<file path="src/rtl/active_vertex_offset_fetch_if.sv">
// Offset-memory bus between the active-vertex offset fetch stage and the CSR
// offset memory.
//   master : the fetch stage. It drives the read requests and takes the responses.
//   slave  : the memory. It accepts the requests and returns in-order responses.
// Signals:
//   offset_rd_addr   local vertex index to read
//   offset_rd_valid  read request valid
//   offset_rd_ready  memory accepts the request
//   offset_rsp_data  {roffset, loffset}, with loffset in the low bits
//   offset_rsp_valid response valid. Responses return in request order.
interface active_vertex_offset_fetch_if #(
  parameter int V_ID_WIDTH   = 20,
  parameter int OFFSET_WIDTH = 24
) ();
  logic [V_ID_WIDTH-1:0]     offset_rd_addr;
  logic                      offset_rd_valid;
  logic                      offset_rd_ready;
  logic [2*OFFSET_WIDTH-1:0] offset_rsp_data;
  logic                      offset_rsp_valid;

  modport master (
    output offset_rd_addr,
    output offset_rd_valid,
    input  offset_rd_ready,
    input  offset_rsp_data,
    input  offset_rsp_valid
  );

  modport slave (
    input  offset_rd_addr,
    input  offset_rd_valid,
    output offset_rd_ready,
    output offset_rsp_data,
    output offset_rsp_valid
  );
endinterface

</file>
<file path="src/rtl/active_vertex_offset_fetch.sv">
// Active-vertex offset fetch stage (one per core).
// The stage buffers the active vertex IDs that come from the active-vertex reader.
// For each vertex it issues one CSR offset read. Each result {v_id, loffset,
// roffset} goes to the edge-fetch stage, in arrival order. The upstream
// iteration-end marker is forwarded only after every vertex of the iteration has
// left the stage.
//
// Ports:
//   clk, rst                 clock; asynchronous active-low reset
//   active_v_id(_valid)      vertex stream from upstream
//   iteration_end(_valid)    upstream iteration-end level
//   stage_full               registered backpressure to upstream
//   mem                      offset-memory bus (master side)
//   next_stage_full          downstream backpressure
//   out_v_id/loffset/roffset result to the edge-fetch stage, qualified by out_valid
//   out_iteration_end(_valid) one-cycle iteration-end marker
//
// Optional feature: define ISOLATED_VTX_FILTER_EN to drop vertices whose
// roffset equals loffset (zero out-degree). Their tag and credit are still
// released.
//
// FIFO_DEPTH and MAX_OUTSTANDING must be powers of two. The pointers wrap
// naturally.
module active_vertex_offset_fetch #(
  parameter int V_ID_WIDTH      = 20,
  parameter int CORE_NUM_WIDTH  = 5,
  parameter int OFFSET_WIDTH    = 24,
  parameter int FIFO_DEPTH      = 16,
  parameter int FULL_MARGIN     = 4,
  parameter int MAX_OUTSTANDING = 8
) (
  input  logic                    clk,
  input  logic                    rst,
  input  logic [V_ID_WIDTH-1:0]   active_v_id,
  input  logic                    active_v_id_valid,
  input  logic                    iteration_end,
  input  logic                    iteration_end_valid,
  output logic                    stage_full,
  active_vertex_offset_fetch_if.master mem,
  input  logic                    next_stage_full,
  output logic [V_ID_WIDTH-1:0]   out_v_id,
  output logic [OFFSET_WIDTH-1:0] out_loffset,
  output logic [OFFSET_WIDTH-1:0] out_roffset,
  output logic                    out_valid,
  output logic                    out_iteration_end,
  output logic                    out_iteration_end_valid
);

  localparam int IN_AW    = $clog2(FIFO_DEPTH);
  localparam int IN_CW    = $clog2(FIFO_DEPTH + 1);
  localparam int TAG_AW   = $clog2(MAX_OUTSTANDING);
  localparam int TAG_CW   = $clog2(MAX_OUTSTANDING + 1);
  localparam int CREDIT_W = TAG_CW + 1;

  typedef struct packed {
    logic [V_ID_WIDTH-1:0]   v_id;
    logic [OFFSET_WIDTH-1:0] loffset;
    logic [OFFSET_WIDTH-1:0] roffset;
  } result_t;

  typedef enum logic [1:0] {
    S_RUN,
    S_DRAIN,
    S_EMIT,
    S_WAIT_CLR
  } state_t;

  // ---------------------------------------------------------------------------
  // Storage
  // ---------------------------------------------------------------------------
  logic [V_ID_WIDTH-1:0] in_mem  [FIFO_DEPTH];
  logic [V_ID_WIDTH-1:0] tag_mem [MAX_OUTSTANDING];
  result_t               rb_mem  [MAX_OUTSTANDING];

  logic [IN_AW-1:0]  in_wr_ptr, in_rd_ptr;
  logic [IN_CW-1:0]  in_count, in_count_next;
  logic [TAG_AW-1:0] tag_wr_ptr, tag_rd_ptr;
  logic [TAG_CW-1:0] tag_count;
  logic [TAG_AW-1:0] rb_wr_ptr, rb_rd_ptr;
  logic [TAG_CW-1:0] rb_count;
  logic              overflow;

  state_t state, state_next;

  // ---------------------------------------------------------------------------
  // Control
  // ---------------------------------------------------------------------------
  logic                  in_full, in_empty, in_push, in_pop;
  logic [V_ID_WIDTH-1:0] in_head;
  logic [CREDIT_W-1:0]   credit_used;
  logic                  rsp_accept, rsp_keep, rsp_fwd;
  logic                  rb_empty, rb_push, rb_pop;
  logic                  out_allow, bypass, out_fire;
  result_t               rsp_entry, out_src;
  logic                  ie_level, drained, ie_pulse;

  assign in_full       = (in_count == IN_CW'(FIFO_DEPTH));
  assign in_empty      = (in_count == '0);
  assign in_push       = active_v_id_valid && !in_full;
  assign in_head       = in_mem[in_rd_ptr];
  assign in_count_next = in_count + IN_CW'(in_push) - IN_CW'(in_pop);

  // Responses already sitting in the buffer use up credit. This keeps the
  // in-flight reads plus the buffered results within the buffer depth, so a
  // response always has a slot.
  assign credit_used = CREDIT_W'(tag_count) + CREDIT_W'(rb_count);

  // The request stays stable while it is stalled. Nothing below can lower the
  // FIFO fill or raise credit_used without an accepted request.
  assign mem.offset_rd_valid = !in_empty
                             && (tag_count < TAG_CW'(MAX_OUTSTANDING))
                             && (credit_used < CREDIT_W'(MAX_OUTSTANDING));
  assign mem.offset_rd_addr  = mem.offset_rd_valid ? (in_head >> CORE_NUM_WIDTH) : '0;
  assign in_pop              = mem.offset_rd_valid && mem.offset_rd_ready;

  // A response with no tag is left over from before a reset. It is ignored.
  assign rsp_accept = mem.offset_rsp_valid && (tag_count != '0);
  assign rsp_entry  = {tag_mem[tag_rd_ptr],
                       mem.offset_rsp_data[OFFSET_WIDTH-1:0],
                       mem.offset_rsp_data[2*OFFSET_WIDTH-1:OFFSET_WIDTH]};

`ifdef ISOLATED_VTX_FILTER_EN
  assign rsp_keep = (rsp_entry.roffset != rsp_entry.loffset);
`else
  assign rsp_keep = 1'b1;
`endif

  assign rsp_fwd = rsp_accept && rsp_keep;

  // Output is held off while the marker is pending, so that data and the marker
  // never share a cycle. An empty buffer lets a fresh response go straight to
  // the output register, which gives a one-cycle response-to-output latency.
  assign out_allow = !next_stage_full && (state != S_EMIT);
  assign rb_empty  = (rb_count == '0);
  assign bypass    = out_allow && rb_empty && rsp_fwd;
  assign rb_push   = rsp_fwd && !bypass;
  assign rb_pop    = out_allow && !rb_empty;
  assign out_fire  = rb_pop || bypass;
  assign out_src   = rb_empty ? rsp_entry : rb_mem[rb_rd_ptr];

  assign ie_level = iteration_end && iteration_end_valid;
  // A vertex that arrives in the same cycle still belongs to this iteration.
  assign drained  = in_empty && !active_v_id_valid && (tag_count == '0)
                  && rb_empty && !out_valid;

  // ---------------------------------------------------------------------------
  // Iteration-end FSM
  // ---------------------------------------------------------------------------
  // NOTE: every signal assigned in always_comb gets a default first. A path that
  // skips an assignment would infer a latch.
  always_comb begin
    state_next = state;
    ie_pulse   = 1'b0;
    unique case (state)
      S_RUN:      if (ie_level) state_next = S_DRAIN;
      S_DRAIN:    if (drained) state_next = S_EMIT;
      S_EMIT: begin
        if (!next_stage_full) begin
          ie_pulse   = 1'b1;
          state_next = S_WAIT_CLR;
        end
      end
      // Wait for the held upstream level to drop before re-arming.
      S_WAIT_CLR: if (!ie_level) state_next = S_RUN;
      default:    state_next = S_RUN;
    endcase
  end

  assign out_iteration_end       = ie_pulse;
  assign out_iteration_end_valid = ie_pulse;

  // NOTE: sequential state uses non-blocking assignments only. Every register
  // then samples pre-edge values, whatever the evaluation order.
  always_ff @(posedge clk or negedge rst) begin
    if (!rst) state <= S_RUN;
    else      state <= state_next;
  end

  // ---------------------------------------------------------------------------
  // Pointers, counters, flags and output register
  // ---------------------------------------------------------------------------
  always_ff @(posedge clk or negedge rst) begin
    if (!rst) begin
      in_wr_ptr   <= '0;
      in_rd_ptr   <= '0;
      in_count    <= '0;
      tag_wr_ptr  <= '0;
      tag_rd_ptr  <= '0;
      tag_count   <= '0;
      rb_wr_ptr   <= '0;
      rb_rd_ptr   <= '0;
      rb_count    <= '0;
      stage_full  <= 1'b1;
      overflow    <= 1'b0;
      out_valid   <= 1'b0;
      out_v_id    <= '0;
      out_loffset <= '0;
      out_roffset <= '0;
    end else begin
      if (in_push) in_wr_ptr <= in_wr_ptr + IN_AW'(1);
      if (in_pop)  in_rd_ptr <= in_rd_ptr + IN_AW'(1);
      in_count   <= in_count_next;
      stage_full <= (in_count_next >= IN_CW'(FIFO_DEPTH - FULL_MARGIN));
      if (active_v_id_valid && in_full) overflow <= 1'b1;

      if (in_pop)     tag_wr_ptr <= tag_wr_ptr + TAG_AW'(1);
      if (rsp_accept) tag_rd_ptr <= tag_rd_ptr + TAG_AW'(1);
      tag_count <= tag_count + TAG_CW'(in_pop) - TAG_CW'(rsp_accept);

      if (rb_push) rb_wr_ptr <= rb_wr_ptr + TAG_AW'(1);
      if (rb_pop)  rb_rd_ptr <= rb_rd_ptr + TAG_AW'(1);
      rb_count <= rb_count + TAG_CW'(rb_push) - TAG_CW'(rb_pop);

      out_valid <= out_fire;
      {out_v_id, out_loffset, out_roffset} <= out_fire ? out_src : '0;
    end
  end

  // NOTE: the storage arrays are not reset. The counters above qualify every
  // read, so stale contents are never used and the arrays can map to plain RAM.
  always_ff @(posedge clk) begin
    if (in_push) in_mem[in_wr_ptr]   <= active_v_id;
    if (in_pop)  tag_mem[tag_wr_ptr] <= in_head;
    if (rb_push) rb_mem[rb_wr_ptr]   <= rsp_entry;
  end

  // ---------------------------------------------------------------------------
  // Simulation-only checks
  // ---------------------------------------------------------------------------
  overflow_never_set: assert property (@(posedge clk) disable iff (!rst) !overflow);

  rsp_buf_no_overflow: assert property (@(posedge clk) disable iff (!rst)
    !(rb_push && !rb_pop && (rb_count == TAG_CW'(MAX_OUTSTANDING))));

  marker_excludes_data: assert property (@(posedge clk) disable iff (!rst)
    !(out_valid && out_iteration_end_valid));

endmodule

</file>
<file path="src/flat_wrapper.sv">
// flat-port wrapper written by rule: the top's interface ports become plain ports
module active_vertex_offset_fetch_flat 
#(
  parameter int V_ID_WIDTH      = 20,
  parameter int CORE_NUM_WIDTH  = 5,
  parameter int OFFSET_WIDTH    = 24,
  parameter int FIFO_DEPTH      = 16,
  parameter int FULL_MARGIN     = 4,
  parameter int MAX_OUTSTANDING = 8
)
  (clk, rst, active_v_id, active_v_id_valid, iteration_end, iteration_end_valid, stage_full, next_stage_full, out_v_id, out_loffset, out_roffset, out_valid, out_iteration_end, out_iteration_end_valid, mem_offset_rd_addr, mem_offset_rd_valid, mem_offset_rd_ready, mem_offset_rsp_data, mem_offset_rsp_valid);
  active_vertex_offset_fetch_if #(.V_ID_WIDTH(V_ID_WIDTH), .OFFSET_WIDTH(OFFSET_WIDTH)) mem_i ();
  input  logic clk;
  input  logic rst;
  input  logic [V_ID_WIDTH-1:0] active_v_id;
  input  logic active_v_id_valid;
  input  logic iteration_end;
  input  logic iteration_end_valid;
  output logic stage_full;
  input  logic next_stage_full;
  output logic [V_ID_WIDTH-1:0] out_v_id;
  output logic [OFFSET_WIDTH-1:0] out_loffset;
  output logic [OFFSET_WIDTH-1:0] out_roffset;
  output logic out_valid;
  output logic out_iteration_end;
  output logic out_iteration_end_valid;
  output wire logic [$bits(mem_i.offset_rd_addr)-1:0] mem_offset_rd_addr;
  output wire logic [$bits(mem_i.offset_rd_valid)-1:0] mem_offset_rd_valid;
  input wire logic [$bits(mem_i.offset_rd_ready)-1:0] mem_offset_rd_ready;
  input wire logic [$bits(mem_i.offset_rsp_data)-1:0] mem_offset_rsp_data;
  input wire logic [$bits(mem_i.offset_rsp_valid)-1:0] mem_offset_rsp_valid;
  assign mem_offset_rd_addr = mem_i.offset_rd_addr;
  assign mem_offset_rd_valid = mem_i.offset_rd_valid;
  assign mem_i.offset_rd_ready = mem_offset_rd_ready;
  assign mem_i.offset_rsp_data = mem_offset_rsp_data;
  assign mem_i.offset_rsp_valid = mem_offset_rsp_valid;
  active_vertex_offset_fetch #(.V_ID_WIDTH(V_ID_WIDTH), .CORE_NUM_WIDTH(CORE_NUM_WIDTH), .OFFSET_WIDTH(OFFSET_WIDTH), .FIFO_DEPTH(FIFO_DEPTH), .FULL_MARGIN(FULL_MARGIN), .MAX_OUTSTANDING(MAX_OUTSTANDING)) u_core (.clk(clk), .rst(rst), .active_v_id(active_v_id), .active_v_id_valid(active_v_id_valid), .iteration_end(iteration_end), .iteration_end_valid(iteration_end_valid), .stage_full(stage_full), .mem(mem_i), .next_stage_full(next_stage_full), .out_v_id(out_v_id), .out_loffset(out_loffset), .out_roffset(out_roffset), .out_valid(out_valid), .out_iteration_end(out_iteration_end), .out_iteration_end_valid(out_iteration_end_valid));
endmodule
</file>
<file path="config.mk">
export PLATFORM = sky130hd
export DESIGN_NAME = active_vertex_offset_fetch_flat
export DESIGN_NICKNAME = d
export VERILOG_FILES = /design/src/rtl/active_vertex_offset_fetch_if.sv /design/src/rtl/active_vertex_offset_fetch.sv /design/src/flat_wrapper.sv
export SDC_FILE = /design/constraint.sdc
export NUM_CORES = 1
export LEC_CHECK = 0
export ABC_AREA = 1
export BUFFER_PORTS_ARGS = -buffer_cell sky130_fd_sc_hd__buf_4
export CAP_MARGIN = 0
export CORE_AREA = 2 2 366 368
export DETAILED_ROUTE_END_ITERATION = 7
export DIE_AREA = 0 0 368 370
export REMOVE_ABC_BUFFERS = 1
export SLEW_MARGIN = 10
export SYNTH_ARGS = -nofsm -noshare
export SYNTH_HDL_FRONTEND = slang
export SYNTH_SLANG_ARGS = --single-unit
</file>
<file path="constraint.sdc">
create_clock -name clk -period 4.8 [get_ports clk]
set_clock_uncertainty 0.1 [all_clocks]
set_input_delay 0.24 -clock clk [delete_from_list [all_inputs] [get_ports clk]]
set_output_delay 0.24 -clock clk [all_outputs]
set_load 0.005 [all_outputs]
</file>
* Yosys cells after proc, flatten, opt, wreduce, memory -nomap -nowiden
Memories as Yosys holds them, arrays and structs flattened. Index checks and enable logic that the tools add are counted.
Word-level totals: bits in registers 105, bits in latches 0, memory bits (writable) 1024, ROM bits 0, input bits 76, logic and storage cells 88, memories kept 3
Memories:
- u_core.rb_mem | words 8, bits a word 68, read ports 1, clocked after Yosys merged registers in 0, wr ports 1, line active_vertex_offset_fetch.sv:73 | result_t rb_mem [MAX_OUTSTANDING];
- u_core.in_mem | words 16, bits a word 20, read ports 1, clocked after Yosys merged registers in 0, wr ports 1, line active_vertex_offset_fetch.sv:71 | logic [V_ID_WIDTH-1:0] in_mem [FIFO_DEPTH];
- u_core.tag_mem | words 8, bits a word 20, read ports 1, clocked after Yosys merged registers in 0, wr ports 1, line active_vertex_offset_fetch.sv:72 | logic [V_ID_WIDTH-1:0] tag_mem [MAX_OUTSTANDING];
Operators by class: add/subtract/negate cells 13, $mul 0, div/mod/pow operators 0, $lt $le $gt $ge 3, equality and inequality tests 9, shifts and indexed selects 0, muxes and demuxes 16, bitwise gates (word level) 0, reduce and logical (&&, ||, !) cells 29
Operators by type and width (number):
- $mux W68 | 2
- $logic_and A1 B1 Y1 | 15
- $mux W15 | 1
- $add A3 B1 Y3 const B | 4
- $add A4 B1 Y4 | 2
- $add A4 B1 Y4 const B | 2
- $logic_not A4 Y1 | 2
- $mux W1 | 8
- $mux W2 | 4
- $pmux W2 S4 | 1
- $sub A4 B1 Y4 | 2
- $logic_not A1 Y1 | 7
- $ne A2 B2 Y1 const B | 3
- $add A4 B4 Y5 | 1
- $add A5 B1 Y5 | 1
- $eq A5 B5 Y1 const B | 1
- $ge A5 B4 Y1 const B | 1
- $logic_not A5 Y1 | 1
- $lt A5 B4 Y1 const B | 1
- $sub A5 B1 Y5 | 1
- $eq A2 B2 Y1 const B | 2
- $lt A4 B4 Y1 const B | 1
- $ne A2 B1 Y1 const B | 2
- $reduce_and A4 Y1 | 1
- 4 further kinds | 4

* Depth between registers and ports, before layout
Gate-level depths: netlist of the first run.
word-level depth 8, depth in mapped cells 16, depth with buffers taken out 16

* Worst setup path after synthesis of the first run
Ideal clock, no wire load.
path kind reg2reg, start register u_core.tag_count[2], end memory u_core.rb_mem[0][0] in the netlist's numbering (enable), arrival 4.069 ns, required time 4.206 ns, path slack 0.136 ns, cell stages (with the launch flop) 9, clock period less this slack 4.664 ns, cell sequence dfrtp_1 inv_1 ha_1 nand3_1 nand2_1 inv_2 nand2_1 or2_2 nor2_1
Between the ends: cells in the longest elaborated chain, start to end 7
RTL lines:
- from (decl) | line active_vertex_offset_fetch.sv:78 | logic [TAG_CW-1:0] tag_count;
- from (signal assigned) | line active_vertex_offset_fetch.sv:208 | tag_count <= tag_count + TAG_CW'(in_pop) - TAG_CW'(rsp_accept);
- $reduce_bool A4 Y1 (*) | line active_vertex_offset_fetch.sv:117 | assign rsp_accept = mem.offset_rsp_valid && (tag_count != '0);
- $logic_and A1 B1 Y1 (*) | line active_vertex_offset_fetch.sv:117
- via u_core.rsp_accept | line active_vertex_offset_fetch.sv:91 | logic rsp_accept, rsp_keep, rsp_fwd;
- $logic_and A1 B1 Y1 | line active_vertex_offset_fetch.sv:135 | assign bypass = out_allow && rb_empty && rsp_fwd;
- $logic_not A1 Y1 | line active_vertex_offset_fetch.sv:136 | assign rb_push = rsp_fwd && !bypass;
- $logic_and A1 B1 Y1 (*) | line active_vertex_offset_fetch.sv:136
- $mux W1 (*) | line active_vertex_offset_fetch.sv:224 | if (rb_push) rb_mem[rb_wr_ptr] <= rsp_entry;
- $mux W1 (implied by the code) (*) | line active_vertex_offset_fetch.sv:224
- to (decl) | line active_vertex_offset_fetch.sv:73
Mark *: on every way through the listed nets, which the timed path passes. The rest lies on a longest branch.

* Worst setup path after layout of the first run
start register u_core.in_rd_ptr[0], end output port mem_offset_rd_addr[11]
Between the ends: cells in the longest elaborated chain, start to end 2
RTL lines:
- from (decl) | line active_vertex_offset_fetch.sv:75 | logic [IN_AW-1:0] in_wr_ptr, in_rd_ptr;
- from (signal assigned) | line active_vertex_offset_fetch.sv:201 | if (in_pop) in_rd_ptr <= in_rd_ptr + IN_AW'(1);
- $mem_v2 Z16 W20
- $mux W15 | line active_vertex_offset_fetch.sv:113 | assign mem.offset_rd_addr = mem.offset_rd_valid ? (in_head >> CORE_NUM_WIDTH) : '0;
- to (decl) | line flat_wrapper.sv:27 | output wire logic [$bits(mem_i.offset_rd_addr)-1:0] mem_offset_rd_addr;
No other way between the ends.

==> qor.csv, run 1 <==
stage,metric,value,unit
pwr,powerDensity,615,nW/um^2
grt,antenna_found_initial,5,
die,die_height,370,um
timing,worstMarginPinSlew,1.29,ns
route,vias_per_cell,4.81,
route,dr_total_vias,29200,
synth,yosysMostFrequentCell,nand2_1,
grt,busiest_layer,met2,
die,die_area,136000,sq um
grt,grt_use_total,16.0,%
grt,grt-ovfl-total,0,
synth,synthTopCellsByCount,"nand2_1 (1219), edfxtp_1 (1024), nand3_1 (646), nor2_1 (306), inv_1 (228)",
synth,ys_warn_count,0,
route,dr.pass1.iters,5,
final_layout,area_growth,16.9,%
final_layout,fin_cells,6079,
worst_setup_path,cp-start-kind,register,
pwr,power_frac_seq,41.6,%
synth,synth_cell_types,29,
die,die-width,368,um
timing,hold_viol_final,0,
cts,clock_latency,0.73,ns
synth,ys_seq_area_share,72.6,%
synth,netlist_top_cells_area,"edfxtp_1 (67%), nand2_1 (10%), nand3_1 (7.0%)",
timing,layout_min_cycle_time,3.76,ns
worst_setup_path,end_kind,output pin,
die,fp.coreArea,132000,sq um
synth,synth-edff-count,1024,
hold_path,hold_path.class,input pin to async pin,
pwr,clockPowerShare,26.8,%
grt,grt_pass1_vias,28100,
final_layout,post-route-util,40.6,%
synth,synthCells,4017,
cts,path_clk_slew,0.06,ns
timing,rsz0062_at_grt,false,
cts,cts_buffers,111,
route,wl_per_cell,18.2,um
pwr,p_int,21.2,mW
placement,placedInstanceArea,49300,sq um
synth,yosys.area.top_type,edfxtp_1,
timing,timing.fmax,266,MHz
placement,io_buffers,163,
pwr,sw_frac_of_total,35.9,%
final_layout,nets,4324,
worst_setup_path,path_max_fanout,96,
pwr,leakagePower,20.9,nW
outcome,status,completed,
pwr,switching_power,11.9,mW
pwr,vdd_drop_max,0.000541,V
grt,grt_max_degree,215,
synth,netlist_area,46000,sq um
placement,place_congestion,0.736,
timing,finalSetupViolCount,0,
final_layout,final_cell_area,53800,sq um
placement,dp.cells,5793,
synth,avgSynthCellArea,11.4,sq um
synth,synth_ff_type,edfxtp_1,
grt,grt_pass1_wl,169,mm
cts,cts_resized,0,
pwr,comb_power_share,31.6,%
route,antenna_left,0,
cts,cts_tree,yes,
placement,dp_hpwl,56.0,mm
worst_setup_path,crit_type,register to output pin,
die,pin_count,169,
timing,worst_slew_margin_rel,13.8,%
worst_setup_path,worst_ep_required_time,4.46,ns
die,initial_core_util,34.7,%
synth,async_flop_share,9.30,%
cts,cts.htree.levels,3,
timing,drv_slew,0,
synth,ys_ff_latch,1129,
cts,cts_buffer_depth,3,
worst_setup_path,critical_path_arrival,3.42,ns
die,row_count,134,
run,drv_cap,0,
route,first_iter_violations,2414,
timing,fin_crit_sh,78.4,%
final_layout,layout-drive-gt1-share,10.5,%
grt,use_met2,27.0,%
cts,cts.sinks,1129,
grt,grt.met1_usage,21.5,%
route,wirelength,111,mm
cts,cts_root_buffer,clkbuf_16,
route,drc,0,
grt,gr-usage-met3,2.73,%
synth,synth_top_area_share,66.9,%
-- critical path, cell delays in order, from the launching register on --
cell	delay, ns
dfrtp_4	0.72
inv_6	0.66
buf_4	0.43
nand2_1	0.08
nand2_1	0.07
nand2_1	0.05
nand3_1	0.09
nand3_1	0.12
a21oi_1	0.30
buf_4	0.16
-- layout make-up --
cell class,count,area [sq um]
inverters,237,908
diodes,3,7.51
fillers,12400,78700
multi-input cells,2426,10800
flip-flops and latches,1129,33400
well taps,1768,2210
clock buffers,140,2970
clock inverters,69,772
repair buffers,307,2680
-- path summary, 6_finish.rpt --
check	start	end	slack, ns	cells past startpoint
worst max register to register	u_core.rb_count[1]	u_core.in_count[4]	1.52	14
worst min-delay path	rst	u_core.out_loffset[2]	0.01	2
worst min register to register	u_core.rb_wr_ptr[0]	u_core.rb_wr_ptr[0]	0.44	2
min in group clk	mem_offset_rd_ready	u_core.tag_wr_ptr[1]	0.08	4
worst max-delay path	u_core.in_rd_ptr[0]	mem_offset_rd_addr[11]	1.04	9
max in group asynchronous	rst	u_core.in_rd_ptr[0]	3.35	3
-- registers in the layout, summed over array words and instances, names as in the netlist --
name and count:
u_core.rb_rd_ptr 3, u_core.in_count 5, u_core.stage_full 1, u_core.tag_wr_ptr 3, u_core.out_loffset 24, u_core.rb_mem 544
u_core.rb_wr_ptr 3, u_core.tag_rd_ptr 3, u_core.in_mem 320, u_core.out_valid 1, u_core.tag_count 4, u_core.tag_mem 160
u_core.out_roffset 24, u_core.state 2, u_core.rb_count 4, u_core.in_rd_ptr 4, u_core.in_wr_ptr 4, u_core.out_v_id 20
-- power groups by stage --
stage                     clock network (mW)  logic (mW)  registers (mW)
after floorplan                            0        6.32            14.3
after global placement                     0        10.3            13.9
after detailed placement                   0        10.5            14.0
after CTS                               9.02        10.6            13.8
after global routing                    9.43        11.8            13.9
final                                   8.85        10.5            13.8
-- repair_timing --
item | 4_1_cts | 5_1_grt
setup buffers | 0 | 0
hold buffers | 74 | 0
hold endpoints to repair | 826 | 0
-- per-stage QoR --
stage	hold WS (ns)	setup TNS (ns)	setup slack [ns]	total power, mW
3_5_place_dp	0.214	0	1.54	24.4
6_report	0.0133	0	1.04	33.1
3_3_place_gp	0.211	0	1.62	24.2
5_1_grt	0.0380	0	0.787	35.1
2_1_floorplan	-0.156	-1641.63	-4.68	20.6
4_1_cts	0.000394	0	0.936	33.4
-- per-layer routing --
metal  part of all wire, %  wire length, um
met4                   1.8             2030
met2                    49            53800
met3                   5.6             6230
met5                 0.019               21
met1                    44            48800
-- cell usage in the layout (no fill, tap or decap), types with 15 or more instances in the layout --
master            n
nand3_1         645
clkinv_1         20
nand2_1        1219
clkbuf_16       113
a21oi_1          30
inv_1           228
edfxtp_1       1024
o21ai_1          19
dfrtp_1          98
nor2_1          282
nor2_2           16
buf_12           15
o21ai_0         108
dlygate4sd3_1    74
o211ai_1         20
ha_1             33
clkinv_2         28
buf_4           217
clkbuf_1         23
-- cells by family (layout without fill, tap and decap cells) --
kind of cell               Yosys count  after routing  synth area share, %
AOI/OAI and AO/OA                  180            180                 2.09
other                                1              8              0.00816
buffers and inverters              466            753                 4.24
adders and majority gates           36             36                 1.03
DFF                               1129           1129                 72.6
and+or+nand+nor                   2186           2186                 19.7
xor gates and xnor gates            19             19                0.362
(Power assumes the default switching activity.)
==> run 2: changes to the inputs <==
==> constraint.sdc (replaced) <==
create_clock -name clk -period 3.14 [get_ports clk]
set_clock_uncertainty 0.1 [all_clocks]
set_input_delay 0.157 -clock clk [delete_from_list [all_inputs] [get_ports clk]]
set_output_delay 0.157 -clock clk [all_outputs]
set_load 0.005 [all_outputs]
==> qor.csv, run 2 (synthesized netlist as in run 1, its figures left out) <==
stage,metric,value,unit,change
die,pin_count,169,,unchanged
hold_path,hold_path.class,input pin to register,,
pwr,powerDensity,942,nW/um^2,+53%
worst_setup_path,cp_top_family,buffers and inverters,,
timing,finalSetupViolCount,0,,unchanged
pwr,clockPowerShare,26.4,%,-0.4 points
die,initial_core_util,34.7,%,unchanged
worst_setup_path,cpMostUsedCell,nand2_1,,
cts,cts.htree.levels,3,,unchanged
cts,cts_tree,yes,,
final_layout,regMostFlops,u_core.rb_mem,,
timing,worst_slew_margin_rel,44.7,%,+31 points
route,wirelength,111,mm,-0.20%
pwr,vdd_drop_max,0.000889,V,+64%
worst_setup_path,critPathLaunch,u_core.state[0],,
hold_path,worstHoldStart,mem_offset_rsp_data[0],,
route,dr_total_vias,29300,,+0.25%
route,dr.pass1.iters,5,,unchanged
pwr,p_int,32.8,mW,+55%
worst_setup_path,path_buf_inv,3,,unchanged
cts,cts.sinks,1129,,unchanged
timing,layout_min_cycle_time,2.95,ns,
timing,hold_viol_final,0,,unchanged
worst_setup_path,worst_ep_required_time,3.61,ns,-0.85 ns
timing,drv_slew,0,,unchanged
pwr,sw_frac_of_total,35.8,%,-0.060 points
die,fp.coreArea,132000,sq um,unchanged
pwr,comb_power_share,33.0,%,+1.4 points
grt,grt_use_total,15.9,%,-0.039 points
pwr,power_frac_seq,40.6,%,-1.0 points
final_layout,reg.largest.list,"u_core.rb_mem (544), u_core.in_mem (320), u_core.tag_mem (160)",,
timing,timing.fmax,338,MHz,
worst_setup_path,cpPeakStageDelay,0.61,ns,-0.11 ns
final_layout,largest_reg_flops,544,,unchanged
grt,grt_pass1_vias,28300,,+0.92%
outcome,status,completed,,
placement,io_buffers,163,,unchanged
timing,setup_slack,0.185,ns,-0.854 ns
die,die_area,136000,sq um,unchanged
grt,grt_pass1_wl,169,mm,+0.24%
final_layout,layout_common_cells,"nand2_1 (1219), edfxtp_1 (1024), nand3_1 (645)",,
pwr,switching_power,18.3,mW,+54%
die,die-width,368,um,unchanged
die,die_height,370,um,unchanged
final_layout,area_growth,18.1,%,
worst_setup_path,path_max_fanout,4,,-96%
worst_setup_path,r2r-start,u_core.state[0],,
cts,cts_root_buffer,clkbuf_16,,
worst_setup_path,cp-start-kind,register,,
final_layout,post-route-util,41.0,%,+0.40 points
worst_setup_path,critical_path_arrival,3.42,ns,about the same
pwr,leakagePower,21.1,nW,+1.2%
die,row_count,134,,unchanged
grt,antenna_found_initial,4,,-1
route,antenna_left,0,,unchanged
worst_setup_path,crit_chain,"ha_1, nand3_1, dlygate4sd3_1, nand2_1, dlygate4sd3_1, a21oi_1, dlygate4sd3_1, nand2_1, nand2_1, nand2_1",,
run,drv_cap,0,,unchanged
timing,rsz0062_at_grt,false,,
timing,worstMarginPinSlew,0.830,ns,-0.463 ns
route,wl_per_cell,18.1,um,-0.82%
worst_setup_path,end_kind,register,,
route,vias_per_cell,4.79,,-0.38%
cts,cts_buffers,112,,+0.90%
final_layout,nets,4360,,+0.83%
cts,clock_latency,0.73,ns,about the same
final_layout,final_cell_area,54300,sq um,+0.98%
placement,placedInstanceArea,49700,sq um,+0.76%
placement,place_congestion,0.743,,+0.92%
route,drc,0,,unchanged
route,first_iter_violations,2575,,+6.7%
placement,preCtsSetupSlack,0.327,ns,-1.22 ns
worst_setup_path,crit_type,register to register,,
worst_setup_path,cp_slowest_cell,dlygate4sd3_1,,
cts,path_clk_slew,0.06,ns,about the same
grt,grt-ovfl-total,0,,unchanged
final_layout,layout_commonest_cell,nand2_1,,
timing,fin_crit_sh,94.1,%,
placement,dp_hpwl,58.0,mm,+3.6%
cts,cts_buffer_depth,3,,unchanged
final_layout,layout-drive-gt1-share,11.1,%,+0.57 points
grt,grt_max_degree,141,,-34%
## run 2: cell count changes in the layout (fill, tap and decap cells not counted), moves of 2 or more
cell / before / now
buf_12: 15 / 28
clkbuf_1: 23 / 31
a21oi_1: 30 / 26
buf_4: 217 / 230
dlygate4sd3_1: 74 / 78
clkbuf_16: 113 / 115
a21oi_2: 0 / 4
buf_16: 0 / 3
clkinv_2: 28 / 18
clkbuf_8: 4 / 9
clkinv_1: 20 / 22
bufinv_16: 13 / 11
## run 2: power groups by stage
stage	registers (mW)	clock network, mW	logic, mW
after floorplan	21.8	0	9.12
after global placement	21.1	0	16.5
after detailed placement	21.1	0	16.7
after CTS	20.8	13.8	17.0
after global routing	20.9	14.4	19.0
final	20.7	13.5	16.9
## run 2: layer usage
| metal | vias to the layer above | track usage [%] | wire length, um |
|---|---|---|---|
| met5 | - | 0 | 24 |
| met4 | 4 | 3.60 | 2080 |
| met3 | 150 | 2.51 | 6150 |
| met2 | 780 | 27.3 | 54200 |
| met1 | 14200 | 21.3 | 48100 |
| li1 | 14100 | - | - |
## run 2: area by class of cell
cell class	count	area, sq um
inverter	237	905
clock inverter	59	651
tap	1768	2210
antenna	2	5.00
clock buffer	154	3090
timing repair buffer	342	3200
sequential	1129	33400
multi-input combinational	2426	10800
fill	12400	78200
## run 2: metrics by stage
step                hold slack (ns)  power [mW]  TNS (ns)  std cells
floorplan                    -0.239        30.9  -2966.22       3792
global placement              0.136        37.5         0       5820
detailed placement            0.143        37.8         0       5820
CTS                          0.0698        51.6         0       6113
global route                  0.102        54.3         0       6117
finish                        0.125        51.2         0       6117
## run 2: path summary, 6_finish.rpt
| check | end | slack [ns] | cells past startpoint |
|---|---|---|---|
| setup / recovery | u_core.state[0] | 0.19 | 10 |
| hold / removal | u_core.rb_mem[7][24] | 0.13 | 2 |
| setup reg to reg | u_core.state[0] | 0.19 | 10 |
| hold reg to reg | u_core.state[0] | 0.45 | 2 |
| max in group asynchronous | u_core.out_roffset[13] | 1.97 | 4 |
| min in group asynchronous | u_core.tag_rd_ptr[2] | 0.42 | 3 |
## run 2: worst reg2reg max path, cell delays in order (launching register included)
cell	delay [ns]
dfrtp_1	0.41
ha_1	0.20
nand3_1	0.07
dlygate4sd3_1	0.54
nand2_1	0.05
dlygate4sd3_1	0.56
a21oi_1	0.12
dlygate4sd3_1	0.61
nand2_1	0.08
nand2_1	0.06
nand2_1	0.05
## run 2: repair_timing
| action | 4_1_cts | 5_1_grt |
|---|---|---|
| endpoints found under the setup margin | 7 | 9 |
| hold buffers | 79 | 0 |
| gates resized for setup | 0 | 5 |
| hold endpoints to repair | 881 | 0 |
| cloned | 0 | 1 |
| setup buffers | 1 | 1 |
